==> src/rtl/clock_pkg.sv <==
// Shared definitions for the desk clock: mode encoding seen by the clock core
// and the state/target types of the time-set controller.
package clock_pkg;

  localparam logic [1:0] MODE_COUNTING      = 2'd0;
  localparam logic [1:0] MODE_SET_MINUTES   = 2'd1;
  localparam logic [1:0] MODE_SET_HOURS     = 2'd2;
  localparam logic [1:0] MODE_CLEAR_SECONDS = 2'd3;

  typedef enum logic [2:0] {
    ST_IDLE  = 3'd0,
    ST_FIRST = 3'd1,
    ST_SLOW  = 3'd2,
    ST_FAST  = 3'd3,
    ST_CLEAR = 3'd4
  } ctrl_state_t;

  typedef enum logic {
    TGT_MIN = 1'b0,
    TGT_HR  = 1'b1
  } set_target_t;

endpackage

==> src/rtl/timeset_controller.sv <==
// Button sequencer for the time register: derives clock mode and timeset strobe
// with press-and-hold acceleration and a both-buttons clear-seconds chord.
module timeset_controller
  import clock_pkg::*;
#(
  parameter int unsigned HOLD_STEPS = 4
) (
  input  logic       i_clk,
  input  logic       i_reset_n,
  input  logic       i_btn_minutes,
  input  logic       i_btn_hours,
  input  logic       i_slow_set_stb,
  input  logic       i_fast_set_stb,
  output logic [1:0] o_mode,
  output logic       o_timeset_stb
);

  ctrl_state_t state, state_d;
  set_target_t target, target_d;
  logic [7:0]  hold, hold_d;
  logic [1:0]  mode_d;
  logic        stb_d;

  logic        tgt_btn;
  logic        oth_btn;
  logic [8:0]  hold_inc;
  logic [8:0]  hold_lim;

  always_ff @(posedge i_clk or negedge i_reset_n) begin
    if (!i_reset_n) begin
      state         <= ST_IDLE;
      target        <= TGT_MIN;
      hold          <= '0;
      o_mode        <= MODE_COUNTING;
      o_timeset_stb <= 1'b0;
    end else begin
      state         <= state_d;
      target        <= target_d;
      hold          <= hold_d;
      o_mode        <= mode_d;
      o_timeset_stb <= stb_d;
    end
  end

  always_comb begin
    state_d  = state;
    target_d = target;
    hold_d   = hold;
    tgt_btn  = (target == TGT_HR) ? i_btn_hours   : i_btn_minutes;
    oth_btn  = (target == TGT_HR) ? i_btn_minutes : i_btn_hours;
    hold_inc = {1'b0, hold} + 9'd1;
    hold_lim = 9'(HOLD_STEPS);
    unique case (state)
      ST_IDLE: begin
        if (i_btn_minutes && i_btn_hours) begin
          state_d = ST_CLEAR;
        end else if (i_btn_minutes) begin
          state_d  = ST_FIRST;
          target_d = TGT_MIN;
          hold_d   = '0;
        end else if (i_btn_hours) begin
          state_d  = ST_FIRST;
          target_d = TGT_HR;
          hold_d   = '0;
        end
      end
      ST_FIRST, ST_SLOW, ST_FAST: begin
        // Button exits win over any rate strobe sampled in the same cycle.
        if (!tgt_btn) begin
          state_d = ST_IDLE;
        end else if (oth_btn) begin
          state_d = ST_CLEAR;
        end else if (state == ST_FIRST) begin
          state_d = ST_SLOW;
        end else if (state == ST_SLOW && i_slow_set_stb) begin
          if (hold_inc >= hold_lim) begin
            hold_d  = hold_lim[7:0];
            state_d = ST_FAST;
          end else begin
            hold_d  = hold_inc[7:0];
          end
        end
      end
      ST_CLEAR: begin
        if (!i_btn_minutes && !i_btn_hours) state_d = ST_IDLE;
      end
      default: state_d = ST_IDLE;
    endcase
  end

  // Outputs are computed from the next state so they register on the same edge.
  always_comb begin
    unique case (state_d)
      ST_IDLE:  mode_d = MODE_COUNTING;
      ST_CLEAR: mode_d = MODE_CLEAR_SECONDS;
      default:  mode_d = (target_d == TGT_HR) ? MODE_SET_HOURS : MODE_SET_MINUTES;
    endcase
    stb_d = (state_d == ST_FIRST)
          || (state_d == ST_CLEAR && state != ST_CLEAR)
          || (state == ST_SLOW && (state_d == ST_SLOW || state_d == ST_FAST) && i_slow_set_stb)
          || (state == ST_FAST && state_d == ST_FAST && i_fast_set_stb);
  end

endmodule

==> config.mk <==
export PLATFORM = sky130hd
export DESIGN_NAME = timeset_controller
export DESIGN_NICKNAME = d
export VERILOG_FILES = /design/src/rtl/clock_pkg.sv /design/src/rtl/timeset_controller.sv
export SDC_FILE = /design/constraint.sdc
export NUM_CORES = 1
export LEC_CHECK = 0
export ABC_AREA = 0
export ABC_CLOCK_PERIOD_IN_PS = 1820
export CORE_UTILIZATION = 53
export DETAILED_ROUTE_END_ITERATION = 7
export HOLD_SLACK_MARGIN = 0.06
export PLACE_DENSITY = 0.83
export SLEW_MARGIN = 10
export SYNTH_ARGS = -nofsm -noshare
export SYNTH_HDL_FRONTEND = slang
export SYNTH_SLANG_ARGS = --single-unit
==> constraint.sdc <==
create_clock -name i_clk -period 1.82 [get_ports i_clk]
set_input_delay 0.273 -clock i_clk [delete_from_list [all_inputs] [get_ports i_clk]]
set_output_delay 0.273 -clock i_clk [all_outputs]
set_load 0.05 [all_outputs]
==> flow_metrics.tcl, run 1 <==
set metrics [dict create \
    worst_pin_slew_ns 0.505 \
    p_switching_w 0.000361 \
    p_comb_share_pct 33.5 \
    crit_fanout 1 \
    vdd_drop_max_v 0.000667 \
    path_buf_inv 1 \
    critPathTopFamily "buffers and inverters" \
    worstSetupPathDepth 1 \
    rr_worst_depth 5 \
    yosysMostFrequentCell "dfrtp_1" \
    first_pass_iters 4 \
    slowest_delay_ns 0.80 \
    crit_required_ns 1.55 \
    yosysTopAreaCellShare_pct 47.5 \
    rows 13 \
    fmax_mhz 589 \
    synth_warnings 0 \
    slew_viol_final 0 \
    hold_violations 0 \
    power_leakage_nw 0.405 \
    port_buffers 8 \
    overflow 0 \
    antenna_found_initial 0 \
    p_int_w 0.000591 \
    synth_edf_count 0 \
    ant_nets 0 \
    rsz0062_at_grt "no" \
    cts_tree "yes" \
    synth_common_cells "dfrtp_1, a21oi_1, nor2_1" \
    outcome "complete, no violations" \
    yosysSeqAreaShare_pct 47.5 \
    numCtsBuffers 3 \
    clock_sinks 15 \
    p_seq_share_pct 46.5 \
    pwr_density_cell_nw_per_um2 1040 \
    dp_hpwl_microns 1120 \
    start_kind "flop" \
    wl_microns 1560 \
    ys_types 39 \
    pwr-share-clk_pct 19.9 \
    cts_resized 0 \
    period_share_pct 93.2 \
    layout_min_cycle_time_ns 1.70 \
    die_x_microns 40.6 \
    die-area_sq_um 1650 \
    drc 0 \
    grt_max_degree 16 \
    synth_nets 84 \
    cts_root_buf "clkbuf_4" \
    area_growth_pct 16.0 \
    num_antenna_cells 0 \
    io_pins 9 \
    synth_top_cell_by_area "dfrtp_1" \
    setup_viol 0 \
    hp-class "primary input to asynchronous set/reset pin" \
    drive_gt1_share_pct 15.9 \
    gp_congestion 0.828 \
    cts_setup_buffers 0 \
    finClkSkew_ns 0.00112 \
    synthCells 77 \
    grt_usage_pct 23.3 \
    fillers 112 \
    via_count 625 \
    clk_pin_slew_ns 0.09 \
    worst_slack_ns 0.123 \
    arrival_ns 1.42 \
    cap_violations 0 \
    die_y_microns 40.6 \
    synth_seq_cells 15 \
    clk_latency_ns 0.28 \
    path_class "flop to output port" \
    viasPerCell 6.07 \
    core_region_area_sq_um 1350 \
    grt_pass1_vias 549 \
    netlist_area_sq_um 790 \
    cts_hold_buf 0 \
    p_total_w 0.000953 \
    start_util_pct 58.5 \
    grt_pass1_wl_microns 2390 \
    synthFlopType "dfrtp_1" \
    cp-end-kind "output port" \
    wl_per_cell_microns 15.2 \
    pre_cts_slack_ns -0.00413 \
    syn_avg_cell_area_sq_um 10.3 \
    path_cells "clkdlybuf4s50_1" \
    cts.path.max_buffers 2 \
    swShare_pct 37.9 \
    synth_async_sr_flop_share_pct 100 \
    drtIter0Drc 11 \
    cpMaxStageDelayCell "clkdlybuf4s50_1" \
    synthTopCellsByArea "dfrtp_1, and2_1, a21oi_1" \
    htree_levels 1 \
    final_net_count 96 \
    slew_headroom_pct 66.2 \
]
-- per-stage QoR --
step / setup TNS [ns] / instances / instance area (sq um) / util (%) / hold slack, ns
global route: 0 / 103 / 916 / 67.8 / 0.321
detailed placement: -0.00413 / 99 / 890 / 65.9 / 0.526
finish: 0 / 103 / 916 / 67.8 / 0.302
floorplan: 0 / 77 / 790 / - / -0.0226
global placement: 0 / 99 / 890 / 65.9 / 0.517
CTS: 0 / 103 / 916 / 67.8 / 0.305
-- flip-flops by register name, summed over array words and instances, names as in the netlist --
register and flops:
hold 8, o_timeset_stb 1, o_mode 2, target 1
state 3
-- power by group through the flow --
stage	Clock, W	Sequential (W)	Combinational [W]
after floorplan	0	0.000487	0.000178
after global routing	0.000210	0.000451	0.000343
final	0.000190	0.000443	0.000319
after detailed placement	0	0.000448	0.000317
after global placement	0	0.000443	0.000308
after CTS	0.000193	0.000442	0.000320
-- layout make-up --
| type | count | area, sq um | share of cell area (%) |
|---|---|---|---|
| clock buffers | 4 | 26.3 | 2.87 |
| inverters | 3 | 11.3 | 1.23 |
| multi-input cells | 55 | 382 | 41.7 |
| flip-flops and latches | 15 | 375 | 41.0 |
| well taps | 15 | 18.8 | 2.05 |
| repair buffers | 11 | 103 | 11.2 |
-- routing by layer --
| metal | vias up | GRT usage (%) | part of all wire [%] |
|---|---|---|---|
| li1 | 309 | - | - |
| met3 | 2 | 8.89 | 2.7 |
| met4 | 0 | 10.0 | 1.5 |
| met5 | - | 0 | 0 |
| met2 | 8 | 37.7 | 47 |
| met1 | 306 | 27.1 | 49 |
-- cell usage in the layout (no fill, tap or decap), drive strengths merged, types with 2 or more instances in the layout --
master	instances
dfrtp	15
clkdlybuf4s50	8
a21oi	7
nor2	6
and2	6
o21ai	4
clkbuf	4
nand2	3
inv	3
buf	3
o22a	3
nand3b	2
nor3	2
a211o	2
-- worst paths after layout --
check,from,end,slack [ns]
worst max-delay path,o_mode[0]$_DFF_PN0_,o_mode[0],0.12
worst min-delay path,i_reset_n,hold[4]$_DFFE_PN0P_,0.30
worst max register to register,hold[0]$_DFFE_PN0P_,state[0]$_DFF_PN0_,0.25
worst min register to register,hold[5]$_DFFE_PN0P_,hold[5]$_DFFE_PN0P_,0.55
max in group asynchronous,i_reset_n,target$_DFF_PN0_,1.35
min in group i_clk,hold[5]$_DFFE_PN0P_,hold[5]$_DFFE_PN0P_,0.55
-- cell families (layout without fill, tap and decap cells) --
group / count (synthesis) / after routing / share of synthesized area, %
mux: 1 / 1 / 1.27
simple gates: 27 / 27 / 20.3
buf+inv: 7 / 18 / 4.12
compound gates: 25 / 25 / 24.1
flops: 15 / 15 / 47.5
xor+xnor: 1 / 1 / 1.11
fa+ha+maj: 1 / 1 / 1.58
No activity file was read; power rests on OpenSTA's default activity.
==> run 2: changes to the inputs <==
--- a/config.mk
+++ b/config.mk
@@ -7,9 +7,9 @@
 export LEC_CHECK = 0
 export ABC_AREA = 0
 export ABC_CLOCK_PERIOD_IN_PS = 1820
+export CORE_MARGIN = 5
 export CORE_UTILIZATION = 53
 export DETAILED_ROUTE_END_ITERATION = 7
-export HOLD_SLACK_MARGIN = 0.06
 export PLACE_DENSITY = 0.83
 export SLEW_MARGIN = 10
 export SYNTH_ARGS = -nofsm -noshare
==> run 2 against run 1 <==
Routed wire length down 3.3%. Hold slack improved by 0.070 ns. Die area up 43%. Critical endpoint is now o_timeset_stb.
==> flow_metrics.tcl, run 2 (synthesis gave the netlist of run 1 again) <==
set metrics [dict create \
    outcome "complete, no violations" \
    drc 0 \
    setup_tns_ns 0 \
    fillers 124 \
    place_area_sq_um 883 \
    cap_violations 0 \
    cp-end-kind "output port" \
    fmax_mhz 590 \
    slowest_delay_ns 0.80 \
    io_pins 9 \
    hold_violations 0 \
    slew_headroom_pct 58.3 \
    path_buf_inv 1 \
    power_leakage_nw 0.403 \
    path_class "flop to output port" \
    cts_setup_buffers 0 \
    grt_pass1_wl_microns 2440 \
    rows 14 \
    fin_util_pct 62.7 \
    worst_pin_slew_ns 0.624 \
    grt_pass1_vias 562 \
    cts_tree "yes" \
    core_region_area_sq_um 1450 \
    drive_gt1_share_pct 16.1 \
    gp_congestion 0.829 \
    period_share_pct 93.1 \
    start_kind "flop" \
    rsz0062_at_grt "no" \
    cts_resized 0 \
    ant_nets 0 \
    multi_input_comb_area_sq_um 382 \
    path_cells "clkdlybuf4s50_1" \
    wl_microns 1510 \
    layout_commonest_cell "dfrtp_1" \
    cts_hold_buf 0 \
    first_pass_iters 6 \
    use_met1_pct 15.1 \
    crit_fanout 1 \
    grt-busiest-layer "met2" \
    grt_use_met2_pct 22.0 \
    die-area_sq_um 2360 \
    finClkSkew_ns 0.00451 \
    final_net_count 95 \
    viasPerCell 6.12 \
    hp-class "primary input to asynchronous set/reset pin" \
    clk_latency_ns 0.28 \
    layout_min_cycle_time_ns 1.69 \
    arrival_ns 1.42 \
    final_cell_mix "dfrtp_1, clkdlybuf4s50_1, nor2_1, a21oi_1, and2_1" \
    grt_max_degree 16 \
    grt_use_met3_pct 2.76 \
    clk_pin_slew_ns 0.09 \
    slew_viol_final 0 \
    wl_per_cell_microns 14.7 \
    cts.path.max_buffers 2 \
    grt_usage_pct 13.1 \
    num_antenna_cells 0 \
    crit_required_ns 1.55 \
    antenna_found_initial 0 \
    seqCellArea_sq_um 375 \
    top_register "hold" \
    numCtsBuffers 3 \
    die_x_microns 48.6 \
    cpMaxStageDelayCell "clkdlybuf4s50_1" \
    clock_sinks 15 \
    pwr_density_cell_nw_per_um2 1040 \
    htree_levels 1 \
    area_growth_pct 15.4 \
    critPathTopFamily "buffers and inverters" \
    via_count 630 \
    die_y_microns 48.6 \
    vdd_drop_max_v 0.000514 \
    dp_hpwl_microns 1120 \
    drtIter0Drc 12 \
    fin_area_sq_um 911 \
    cts_root_buf "clkbuf_4" \
    overflow 0 \
    start_util_pct 54.3 \
    top_regs "hold (8), state (3), o_mode (2)" \
    largest_register_ffs 8 \
    port_buffers 8 \
    setup_viol 0 \
]
-- run 2: changes by cell type in the layout (fill, tap and decap cells not counted) --
cell and change:
clkbuf_1 -1, clkinv_2 +1, buf_4 -1
-- run 2: area by class of cell --
cell class | instances | area share [%]
Tap cell | 16 | 2.20
Sequential cell | 15 | 41.2
Clock inverter | 1 | 0.549
Inverter | 3 | 1.24
Timing Repair Buffer | 10 | 10.4
Clock buffer | 3 | 2.47
Multi-Input combinational cell | 55 | 41.9
-- run 2: metrics by stage --
| stage | total power, W | hold slack, ns | worst slack, ns | std cells |
|---|---|---|---|---|
| floorplan | 0.000665 | -0.0226 | 0.404 | 77 |
| global placement | 0.000748 | 0.518 | 0.0661 | 99 |
| detailed placement | 0.000766 | 0.531 | 0.0360 | 99 |
| CTS | 0.000951 | 0.400 | 0.103 | 103 |
| global route | 0.000990 | 0.441 | 0.0820 | 103 |
| finish | 0.000947 | 0.373 | 0.126 | 103 |
-- run 2: metal layers --
layer  up-vias  share of wire (%)  routed length (microns)
met5         -                  0                        0
met4         0                1.5                       22
li1        311                  -                        -
met3         2                1.5                       22
met1       310                 47                      708
met2         7                 50                      757
-- run 2: report_power, final --
part | leakage [nW] | switching (W) | total, W | internal, W
clock | 0.0177 | 0.000105 | 0.000187 | 0.0000815
sequential | 0.199 | 0.0000687 | 0.000447 | 0.000379
combinational | 0.186 | 0.000187 | 0.000313 | 0.000126
total | 0.403 | 0.000361 | 0.000947 | 0.000586
-- run 2: worst paths after layout --
check / from / endpoint / slack (ns) / cells after the start
worst min register to register: hold[6]$_DFFE_PN0P_ / hold[6]$_DFFE_PN0P_ / 0.55 / 1
min in group i_clk: hold[6]$_DFFE_PN0P_ / hold[6]$_DFFE_PN0P_ / 0.55 / 1
worst max register to register: hold[0]$_DFFE_PN0P_ / hold[1]$_DFFE_PN0P_ / 0.27 / 5
max in group asynchronous: i_reset_n / hold[5]$_DFFE_PN0P_ / 1.04 / 1
worst max-delay path: o_timeset_stb$_DFF_PN0_ / o_timeset_stb / 0.13 / 1
worst min-delay path: i_reset_n / hold[1]$_DFFE_PN0P_ / 0.37 / 1
